--- src/rtl/padd_mp_seq.sv ---
// Multi-precision adder/subtractor: one 32-bit adder is time-shared across
// NLIMBS limbs, least significant first, one limb per clock.

module p_adder (
    input  logic [31:0] a,
    input  logic [31:0] b,
    input  logic        cin,
    output logic [31:0] s,
    output logic        cout
);
    assign {cout, s} = 33'(a) + 33'(b) + 33'(cin);
endmodule

module padd_mp_seq #(
    parameter int NLIMBS = 4
) (
    input  logic                 clk,
    input  logic                 rst_n,
    input  logic                 in_valid,
    output logic                 in_ready,
    input  logic [32*NLIMBS-1:0] in_a,
    input  logic [32*NLIMBS-1:0] in_b,
    input  logic                 in_sub,
    input  logic                 in_cin,
    output logic                 out_valid,
    input  logic                 out_ready,
    output logic [32*NLIMBS-1:0] out_sum,
    output logic                 out_cout,
    output logic                 out_ovf,
    output logic                 busy
);
    localparam int W  = 32 * NLIMBS;
    localparam int LW = $clog2(NLIMBS);
    localparam logic [LW-1:0] LAST_LIMB = LW'(NLIMBS - 1);

    localparam logic [1:0] IDLE = 2'd0;
    localparam logic [1:0] RUN  = 2'd1;
    localparam logic [1:0] DONE = 2'd2;

    logic [1:0]    state_q, state_d;
    logic [W-1:0]  a_q, a_d;
    logic [W-1:0]  b_q, b_d;
    logic          sub_q, sub_d;
    logic [LW-1:0] limb_q, limb_d;
    logic          carry_q, carry_d;
    logic [W-1:0]  sum_q, sum_d;
    logic          cout_q, cout_d;
    logic          ovf_q, ovf_d;

    logic [31:0] add_a, add_b, add_s;
    logic        add_cout;

    // Subtraction is A + ~B + 1: invert each B limb and seed the carry with 1.
    assign add_a = a_q[32*limb_q +: 32];
    assign add_b = sub_q ? ~b_q[32*limb_q +: 32] : b_q[32*limb_q +: 32];

    p_adder u_adder (
        .a    (add_a),
        .b    (add_b),
        .cin  (carry_q),
        .s    (add_s),
        .cout (add_cout)
    );

    always_comb begin
        // NOTE: every next-state signal gets a default first so no path leaves
        // it unassigned, which would otherwise infer a latch.
        state_d = state_q;
        a_d     = a_q;
        b_d     = b_q;
        sub_d   = sub_q;
        limb_d  = limb_q;
        carry_d = carry_q;
        sum_d   = sum_q;
        cout_d  = cout_q;
        ovf_d   = ovf_q;

        case (state_q)
            IDLE: begin
                if (in_valid) begin
                    a_d     = in_a;
                    b_d     = in_b;
                    sub_d   = in_sub;
                    limb_d  = '0;
                    carry_d = in_sub | in_cin;
                    state_d = RUN;
                end
            end
            RUN: begin
                sum_d[32*limb_q +: 32] = add_s;
                carry_d = add_cout;
                if (limb_q == LAST_LIMB) begin
                    cout_d  = add_cout;
                    // Operands share a sign that the result does not.
                    ovf_d   = (add_a[31] == add_b[31]) && (add_s[31] != add_a[31]);
                    state_d = DONE;
                end else begin
                    limb_d = limb_q + 1'b1;
                end
            end
            DONE: begin
                if (out_ready) state_d = IDLE;
            end
            default: state_d = IDLE;
        endcase
    end

    // NOTE: state registers use non-blocking assignments so every flop samples
    // the pre-edge values, independent of statement order.
    always_ff @(posedge clk or negedge rst_n) begin
        if (!rst_n) begin
            state_q <= IDLE;
            a_q     <= '0;
            b_q     <= '0;
            sub_q   <= 1'b0;
            limb_q  <= '0;
            carry_q <= 1'b0;
            sum_q   <= '0;
            cout_q  <= 1'b0;
            ovf_q   <= 1'b0;
        end else begin
            state_q <= state_d;
            a_q     <= a_d;
            b_q     <= b_d;
            sub_q   <= sub_d;
            limb_q  <= limb_d;
            carry_q <= carry_d;
            sum_q   <= sum_d;
            cout_q  <= cout_d;
            ovf_q   <= ovf_d;
        end
    end

    assign in_ready  = (state_q == IDLE);
    assign out_valid = (state_q == DONE);
    assign busy      = (state_q != IDLE);
    assign out_sum   = sum_q;
    assign out_cout  = cout_q;
    assign out_ovf   = ovf_q;
endmodule

--- config.mk ---
export PLATFORM = sky130hd
export DESIGN_NAME = padd_mp_seq
export DESIGN_NICKNAME = d
export VERILOG_FILES = /design/src/rtl/padd_mp_seq.sv
export SDC_FILE = /design/constraint.sdc
export NUM_CORES = 1
export LEC_CHECK = 0
export ABC_AREA = 1
export BUFFER_PORTS_ARGS = -buffer_cell sky130_fd_sc_hd__buf_2
export CAP_MARGIN = 10
export CORE_ASPECT_RATIO = 1.1
export CORE_UTILIZATION = 25
export DETAILED_ROUTE_END_ITERATION = 10
export MAX_ROUTING_LAYER = met4
export SYNTH_ARGS = -nofsm -noshare
export SYNTH_HDL_FRONTEND = slang
export SYNTH_SLANG_ARGS = --single-unit
--- constraint.sdc ---
create_clock -name clk -period 6.9 [get_ports clk]
set_clock_uncertainty 0.1 [all_clocks]
set_input_delay 1.38 -clock clk [delete_from_list [all_inputs] [get_ports clk]]
set_output_delay 1.38 -clock clk [all_outputs]
set_load 0.01 [all_outputs]
* After elaboration in Yosys (flattened, before gate mapping)
Index checks and enable logic that the tools add are counted.
** Operators by class
- Equal/unequal tests :: 9
- Reductions and logical operators :: 9
- Order comparisons :: 0
- Multiply operators :: 0
- Mux-type cells :: 11
- Bitwise logic cells :: 2
- Div/mod/pow operators :: 0
- Shifts and indexed selects :: 4
- $add $sub $neg :: 4
** Operators by type and width (count)
- $shiftx A128 B8 Y32 :: 2
- $bwmux W128 :: 1
- $shift A32 B34 Y128 const A :: 1
- $shiftx A32 B34 Y128 :: 1
- $neg A7 Y34 :: 1
- $add A32 B32 Y33 :: 1
- $add A33 B1 Y33 :: 1
- $mux W32 :: 1
- $not A32 Y32 :: 1
- $mux W2 :: 5
- $ne A2 B2 Y1 const B :: 3
- $pmux W2 S3 :: 1
- $reduce_and A2 Y1 :: 3
- $reduce_and A3 Y1 :: 2
- $eq A2 B2 Y1 const B :: 2
- $pmux W2 S2 :: 1
- $reduce_bool A2 Y1 :: 2
- $add A2 B1 Y2 const B :: 1
- $eq A2 B1 Y1 const B :: 1
- $logic_not A2 Y1 :: 1
- $ne A2 B1 Y1 const B :: 1
- $pmux W1 S2 :: 1
- $eq A1 B1 Y1 :: 1
- $logic_and A1 B1 Y1 :: 1
- 3 further kinds :: 3
** Word-level totals
- Memory bits (writable) :: 0
- Flip-flop bits (word level) :: 392
- Output and inout port bits :: 133
- Latch bits :: 0
- Memories :: 0
- Logic and storage cells :: 48
- Memory bits (read-only) :: 0
- Input bits :: 262

* Depth between registers and ports, before layout
Gate-level depths: netlist of run 1.
- Depth after elaboration :: 7
- Mapped depth :: 22
- Gate-level depth less buffers :: 19

* Modules after synthesis
A second synthesis of run 1 with hierarchy kept.
** Second synthesis, totals
- Cell total of the unflattened synthesis :: 2625
- Area, all modules :: 19801.5 um2
** By module, submodules not included
- padd_mp_seq :: sequential area each 9809.4 um2, cells each 2120, area each 17407.9 um2, instances 1
- p_adder :: sequential area each 0.0 um2, cells each 505, area each 2393.5 um2, instances 1

* Worst setup path after synthesis of run 1
No wires, ideal clock.
- Path kind :: reg2reg
- From :: register limb_q[0]
- To :: register carry_q
- Clock period less this slack :: 3.185 ns
- Buffers on the path :: 3
- Setup slack :: 3.715 ns
- Cell stages (with the launch flop) :: 23
- Library setup time :: 0.113 ns
- Arrival :: 2.972 ns
- Data required time :: 6.687 ns
- Cell sequence :: dfrtp_1 > buf_2 > inv_2 > buf_4 > buf_2 > nor2_1 > o22ai_1 > xor2_1 > fa_1 > inv_1 > fa_1 > nand3_1 > nand3_1 > nand2_1 > nand2_1 > nand2_1 > nand2_1 > nand2_1 > nand2_1 > a21oi_1 > nand2_1 > nand2_1 > inv_1
** Between the ends
- Cells in the longest elaborated chain, start to end :: 6
- Elaborated cells on any way between the ends :: 7
- Those cells by class :: add/sub (2); shift (2); mux (2); bitwise (1)
** RTL lines
- from (decl) :: RTL line 44 : logic [LW-1:0] limb_q, limb_d;
- from (signal assigned) :: RTL line 126 : limb_q <= limb_d;
- $shiftx A128 B8 Y32 :: RTL line 55 : assign add_b = sub_q ? ~b_q[32*limb_q +: 32] : b_q[32*limb_q +: 32];
- $not A32 Y32 :: RTL line 55
- $mux W32 :: RTL line 55
- $add A32 B32 Y33 (*) :: RTL line 11 : assign {cout, s} = 33'(a) + 33'(b) + 33'(cin);
- $add A33 B1 Y33 (*) :: RTL line 11
- $pmux W1 S2 (*) :: RTL line 78 : case (state_q)
- to (signal assigned) :: RTL line 127 : carry_q <= carry_d;
- to (decl) :: RTL line 45 : logic carry_q, carry_d;
Every way passes the cells marked *; elsewhere a longest branch is shown, timed or not.
A chain may end at the register's enable or synchronous reset.

* Worst setup path after layout of run 1
- From :: register limb_q[1]
- To :: register sum_q[110] (netlist: out_sum[110])
** Between the ends
- Cells in the longest elaborated chain, start to end :: 7
- Elaborated cells on any way between the ends :: 10
- Those cells by class :: add/sub (3); shift (4); mux (2); bitwise (1)
** RTL lines
- $shiftx A128 B8 Y32 :: RTL line 55
- $not A32 Y32 :: RTL line 55
- $mux W32 :: RTL line 55
- $add A32 B32 Y33 :: RTL line 11
- $add A33 B1 Y33 :: RTL line 11
- $shiftx A32 B34 Y128 :: RTL line 90 : sum_d[32*limb_q +: 32] = add_s;
- $bwmux W128 (*) :: RTL line 90
- to (signal assigned) :: RTL line 128 : sum_q <= sum_d;
- to (decl) :: RTL line 46 : logic [W-1:0] sum_q, sum_d;
Marked as above.

==> flow_summary.ini, run 1 <==
[run_status]
outcome = complete, no violations

[route]
wl_per_cell_um = 18.4
vias_per_cell = 4.51
wirelength_um = 72800
dr_total_vias = 17800
drt_iter0_drc = 1378
drt-pass1-iter-count = 5
ant_nets = 0
drc = 0

[yosys]
ys_ff_latch = 392
synthSimpleGateAreaFrac_pct = 30.6
ys.flop_type = dfrtp_1
postSynthAreaPerCell_um2 = 7.55
synth_xor_area_share_pct = 2.20
ys_seq_area_share_pct = 50.5
yosysWarnings = 0
synth_edf_count = 0
synth-compound-area-share_pct = 8.17
synth_nets = 2872
synth.area.mux_share_pct = 0
syn_area_mm2 = 0.0194
synth_top_family_by_area = simple AND/OR/NAND/NOR gates
syn_inst = 2571
synthAdderAreaFrac_pct = 2.59
async_flop_share_pct = 100
ys_types = 39

[worst_setup_path]
crit_fanout = 43
r2r_end = out_sum[110]
path_cells = inv_2, o21ai_0, o22ai_1, xor2_1, ha_1, nand2_2, nor2_2, nand2_1, nand3_1, nand2_1, nand2_1, xor2_1, nand2_1, nor2_2, nand2_1, nand2_1
critical_path.top_delay_family = simple AND/OR/NAND/NOR gates
r2r_slack_ps = 2320
crit_top_cell = nand2_1
cp_slowest_cell = inv_2
worst-setup-path-type = flip-flop to flip-flop
slowest_delay_ps = 780
arrival_ps = 4990
end_kind = flip-flop
rr_worst_depth = 16
cp_num_buf_inv = 1
required_ps = 7310
start_kind = flip-flop
r2r_start = limb_q[1]

[min_path]
hp-start = a_q[69]
hp-class = flip-flop to flip-flop
whs_path_depth = 2
holdPathEnd = a_q[69]

[die]
die_area_mm2 = 0.0788
placementRows = 106
coreArea_mm2 = 0.0764
start_util_pct = 25.4
io_pins = 395
die_h_um = 294
die_w_um = 268

[final_layout]
final_layout_size_suffix_gt1_share_pct = 17.6
final_cell_mix = nand2_1 (1235), buf_2 (393), dfrtp_1 (389)
nets = 3196
layout_commonest_cell = nand2_1
area_delta_synth_final_pct = 23.0
fillers = 8313

[sta]
rsz0062_at_grt = false
tns_ps = 0
slew_violations = 0
max_slew.worst_pin.slew_ps = 1030
fin_crit_ps = 4580
setup_violations = 0
period_share_pct = 66.3
hold_viol_final = 0
fmax_ghz = 0.218
max_slew_margin_pct = 31.1

[clock_tree]
holdBufCountCts = 0
cts_buffers = 45
cts-root-buf = clkbuf_16
cts.clk_slew.worst_paths_ps = 70
cts_htree_levels = 2
postCtsResizedCells = 0
cts_setup_buffers = 0
cts_tree = done
cts_sinks = 392
insertion_delay_ps = 590
clockBufferDepth = 3

[place]
place_congestion = 0.946
portBuffers = 394
dp_hpwl_um = 52800

[global_route]
antenna_found_initial = 8
grt_pass1_wl_um = 109000
grt-ovfl-total = 0
grt_max_degree = 178
grt_usage_pct = 18.9
grt_pass1_vias = 17300

[job]
maxCapViolations = 0
-- Yosys cell counts, types with 2 or more instances --
library cell / instances / area share, %
a22o_1: 16 / 0.72
nand2_2: 7 / 0.23
a32o_1: 2 / 0.10
xnor2_1: 7 / 0.32
a21oi_1: 21 / 0.54
nor3_1: 8 / 0.21
xor2_2: 2 / 0.17
and3_1: 2 / 0.064
buf_1: 11 / 0.21
o21ai_0: 164 / 4.2
buf_4: 4 / 0.15
o21ai_1: 13 / 0.34
nand4_1: 22 / 0.71
dfrtp_1: 392 / 51
nand2_1: 1236 / 24
nor2_1: 184 / 3.6
buf_2: 49 / 1.3
nand3_2: 2 / 0.10
nor2_4: 2 / 0.12
xor2_1: 38 / 1.7
inv_2: 8 / 0.15
fa_1: 2 / 0.21
clkbuf_1: 70 / 1.4
nand3_1: 54 / 1.4
ha_1: 37 / 2.4
inv_1: 141 / 2.7
o22ai_1: 63 / 2.0
nor2_2: 3 / 0.097
-- kinds of logic (layout without fill, tap and decap cells) --
logic type	after synthesis	in the layout
flip-flops	392	392
XOR/XNOR	47	47
adder cells (fa/ha/maj)	39	39
other	0	5
buffers and inverters	284	639
AO/OA/AOI/OAI	284	284
AND/OR/NAND/NOR	1525	1525
-- worst register-to-register path: stages, from the launching register on --
cell and delay (ps):
dfrtp_2 640, inv_2 790, o21ai_0 370, o22ai_1 630
xor2_1 150, ha_1 400, nand2_2 90, nor2_2 130
nand2_1 50, nand3_1 100, nand2_1 80, nand2_1 180
xor2_1 390, nand2_1 140, nor2_2 130, nand2_1 60
nand2_1 70
-- routing by layer --
metal	global-route usage, %	vias up	routed length (µm)
met1	23.4	8510	31100
met4	6.70	0	2580
li1	-	8708	-
met3	2.29	103	3230
met5	-	-	0
met2	31.6	506	35900
-- sequential cells by signal (all words and copies together) (netlist names) --
register  cells
a_q         128
b_q         128
carry_q       1
limb_q        2
out_cout      1
out_ovf       1
out_sum     128
state_q       2
sub_q         1
-- cell type report --
type / instances / area, µm² / area share, %
Clock inverter: 20 / 323 / 1.35
Tap cell: 1026 / 1280 / 5.37
Clock buffer: 58 / 1230 / 5.17
Inverter: 150 / 573 / 2.40
Multi-Input combinational cell: 1895 / 8480 / 35.5
Sequential cell: 392 / 9820 / 41.1
Antenna cell: 5 / 12.5 / 0.0524
Timing Repair Buffer: 411 / 2170 / 9.07
-- stage by stage --
stage / worst slack [ps] / utilization (%) / cell area, µm² / std cells / hold slack [ps]
6_report: 2320 / 31.3 / 23900 / 3957 / 373
5_1_grt: 2200 / 31.3 / 23900 / 3957 / 384
4_1_cts: 2360 / 31.2 / 23800 / 3951 / 376
3_5_place_dp: 2380 / 29.2 / 22300 / 3873 / 360
3_3_place_gp: 2420 / 29.2 / 22300 / 3873 / 357
2_1_floorplan: 3720 / - / 19400 / 2571 / 344
-- how the worst max path moves through the flow --
stage                          from      endpoint  slack (ps)  cells after the start
final                     limb_q[1]  out_sum[110]        2320                     16
after global placement    limb_q[1]  out_sum[110]        2420                     16
after CTS                 limb_q[1]  out_sum[116]        2360                     17
after floorplan           limb_q[0]       carry_q        3720                     22
after global routing      limb_q[1]  out_sum[116]        2200                     17
after detailed placement  limb_q[1]  out_sum[116]        2380                     17
Power of run 1 is left out: the tool's default activity adds up to more than one toggle a clock period on the data nets, which glitch-free logic cannot reach.
==> run 2, diff against run 1 <==
--- a/config.mk
+++ b/config.mk
@@ -5,7 +5,7 @@
 export SDC_FILE = /design/constraint.sdc
 export NUM_CORES = 1
 export LEC_CHECK = 0
-export ABC_AREA = 1
+export ABC_AREA = 0
 export BUFFER_PORTS_ARGS = -buffer_cell sky130_fd_sc_hd__buf_2
 export CAP_MARGIN = 10
 export CORE_ASPECT_RATIO = 1.1
==> constraint.sdc (replaced) <==
create_clock -name clk -period 4.2 [get_ports clk]
set_clock_uncertainty 0.1 [all_clocks]
set_input_delay 0.84 -clock clk [delete_from_list [all_inputs] [get_ports clk]]
set_output_delay 0.84 -clock clk [all_outputs]
set_load 0.01 [all_outputs]
==> run 2 against run 1 <==
Core utilization rose by 0.72 points; maximum frequency grew 16%; final cell count fell by 19%; design area decreased by 3.7%; global-route usage shrank 1.5 points; area after synthesis shrank 6.4%; critical path depth shrank 3; non-clock buffer count is 33 higher; hold slack worse by 160 ps; flip-flop and latch count unchanged; die area is 6.3% lower; largest cell class unchanged; highest routed layer unchanged; setup slack lost 2100 ps.
==> flow_summary.ini, run 2 <==
[route]
vias_per_cell = 4.59
drt-pass1-iter-count = 7
dr_total_vias = 14700
ant_nets = 0
wl_per_cell_um = 19.7
drt_iter0_drc = 1236
drc = 0
wirelength_um = 63300

[clock_tree]
clockBufferDepth = 3
holdBufCountCts = 0
cts_tree = done
cts.clk_slew.worst_paths_ps = 60
cts_htree_levels = 2
cts-root-buf = clkbuf_16
cts_sinks = 392
insertion_delay_ps = 580
cts_buffers = 44

[worst_setup_path]
worst-setup-path-type = flip-flop to flip-flop
required_ps = 4610
r2r_slack_ps = 250
end_kind = flip-flop
arrival_ps = 4360
r2r_start = limb_q[0]
r2r_end = out_sum[58]
rr_worst_depth = 13
crit_fanout = 21
start_kind = flip-flop
setup.worst_path.start = limb_q[0]

[sta]
hold_viol_final = 0
slew_violations = 0
setup_violations = 0
max_slew_margin_pct = 27.0
period_share_pct = 94.0
max_slew.worst_pin.slew_ps = 1090
rsz0062_at_grt = false
fin_crit_ps = 3950
fmax_ghz = 0.253
tns_ps = 0

[yosys]
ys_types = 55
ys.flop_type = dfrtp_1
synth_nets = 2147
synth_commonest_cells = nand2_1 (840), dfrtp_1 (392), a22o_1 (104), clkbuf_1 (91), mux4_2 (64)
postSynthAreaPerCell_um2 = 9.85
yosysMostFrequentCell = nand2_1
async_flop_share_pct = 100
post-synth-top-area-cell = dfrtp_1
ys_seq_area_share_pct = 53.9
ys_ff_latch = 392
synth_top_area_share_pct = 53.9
syn_area_mm2 = 0.0182
ys_top_cells_by_area = dfrtp_1 (54%), nand2_1 (17%), mux4_2 (7.9%), a22o_1 (5.0%), ha_1 (2.5%)
syn_inst = 1846
yosysWarnings = 0
synth_edf_count = 0

[min_path]
hp-class = input port to async pin

[place]
portBuffers = 394
place_congestion = 0.871
dp_hpwl_um = 47200

[die]
start_util_pct = 25.3
placementRows = 103
io_pins = 395
die_h_um = 285
coreArea_mm2 = 0.0719
die_w_um = 259
die_area_mm2 = 0.0738

[global_route]
grt_pass1_vias = 14700
grt_max_degree = 183
grt-ovfl-total = 0
antenna_found_initial = 13
grt_pass1_wl_um = 93800
grt_usage_pct = 17.4

[run_status]
outcome = complete, no violations

[job]
maxCapViolations = 0

[final_layout]
nets = 2525
area_delta_synth_final_pct = 26.5
layout_commonest_cell = nand2_1
fillers = 7553
final_layout_size_suffix_gt1_share_pct = 26.5
seq_area_mm2 = 0.00982
multi_input_comb_area_mm2 = 0.00793
final_cell_mix = nand2_1 (839), buf_2 (393), dfrtp_1 (389)
## run 2: cell types whose count changed after synthesis, moves of 41 or more
cell | before | now
nand2_1 | 1236 | 840
nor2_1 | 184 | 25
inv_1 | 141 | 11
o21ai_0 | 164 | 40
a22o_1 | 16 | 104
mux4_2 | 0 | 64
o22ai_1 | 63 | 1
nand3_1 | 54 | 8
buf_2 | 49 | 8
## run 2: critical path: stages, from the launching register on
cell      delay (ps)
dfrtp_4          450
buf_12           220
mux4_2           530
inv_1             90
fa_1             190
inv_1             60
fa_1             420
a211oi_2         240
o21ai_1          170
o21a_1           290
o311ai_1         460
nand2_1          130
xor2_1           350
a22o_1           190
## run 2: cell type report
class,count,area share [%]
Inverter,11,0.179
Multi-Input combinational cell,1331,34.5
Antenna cell,9,0.0979
Clock inverter,18,1.03
Timing Repair Buffer,444,11.0
Tap cell,945,5.14
Clock buffer,60,5.44
Sequential cell,392,42.7
## run 2: stage by stage
stage | std cells | utilization, % | worst slack [ps] | hold slack (ps) | instance area, µm²
2_1_floorplan | 1846 | - | 85.9 | 340 | 18200
3_3_place_gp | 3123 | 29.9 | 231 | 353 | 21500
3_5_place_dp | 3123 | 29.9 | 233 | 357 | 21500
4_1_cts | 3201 | 31.9 | 191 | 225 | 23000
5_1_grt | 3210 | 32.0 | 10.9 | 245 | 23000
6_report | 3210 | 32.0 | 251 | 211 | 23000
## run 2: worst max path at each step
stage,end
floorplan,out_sum[114]
global placement,out_sum[122]
detailed placement,out_sum[58]
CTS,out_sum[58]
global route,out_sum[122]
finish,out_sum[58]
## run 2: layer usage
layer	vias to the layer above	GRT usage [%]	wire length, µm
li1	6975	-	-
met1	7220	22.5	27600
met2	473	27.8	30400
met3	75	3.19	3860
met4	0	4.84	1370
met5	-	-	0
## run 2: logic make-up after synthesis
logic type | Yosys count | share of synthesized area [%]
adders and majority gates | 39 | 2.77
AOI/OAI and AO/OA | 240 | 9.77
muxes | 68 | 8.15
and+or+nand+nor | 926 | 19.9
buffers and inverters | 123 | 2.64
DFF | 392 | 53.9
xor gates and xnor gates | 58 | 2.83
## run 2: timing repair
item,in CTS,in global routing
setup endpoints to repair,0,4
resized for setup,0,1
buffers inserted,0,0
Power of run 2 is left out for the same reason.
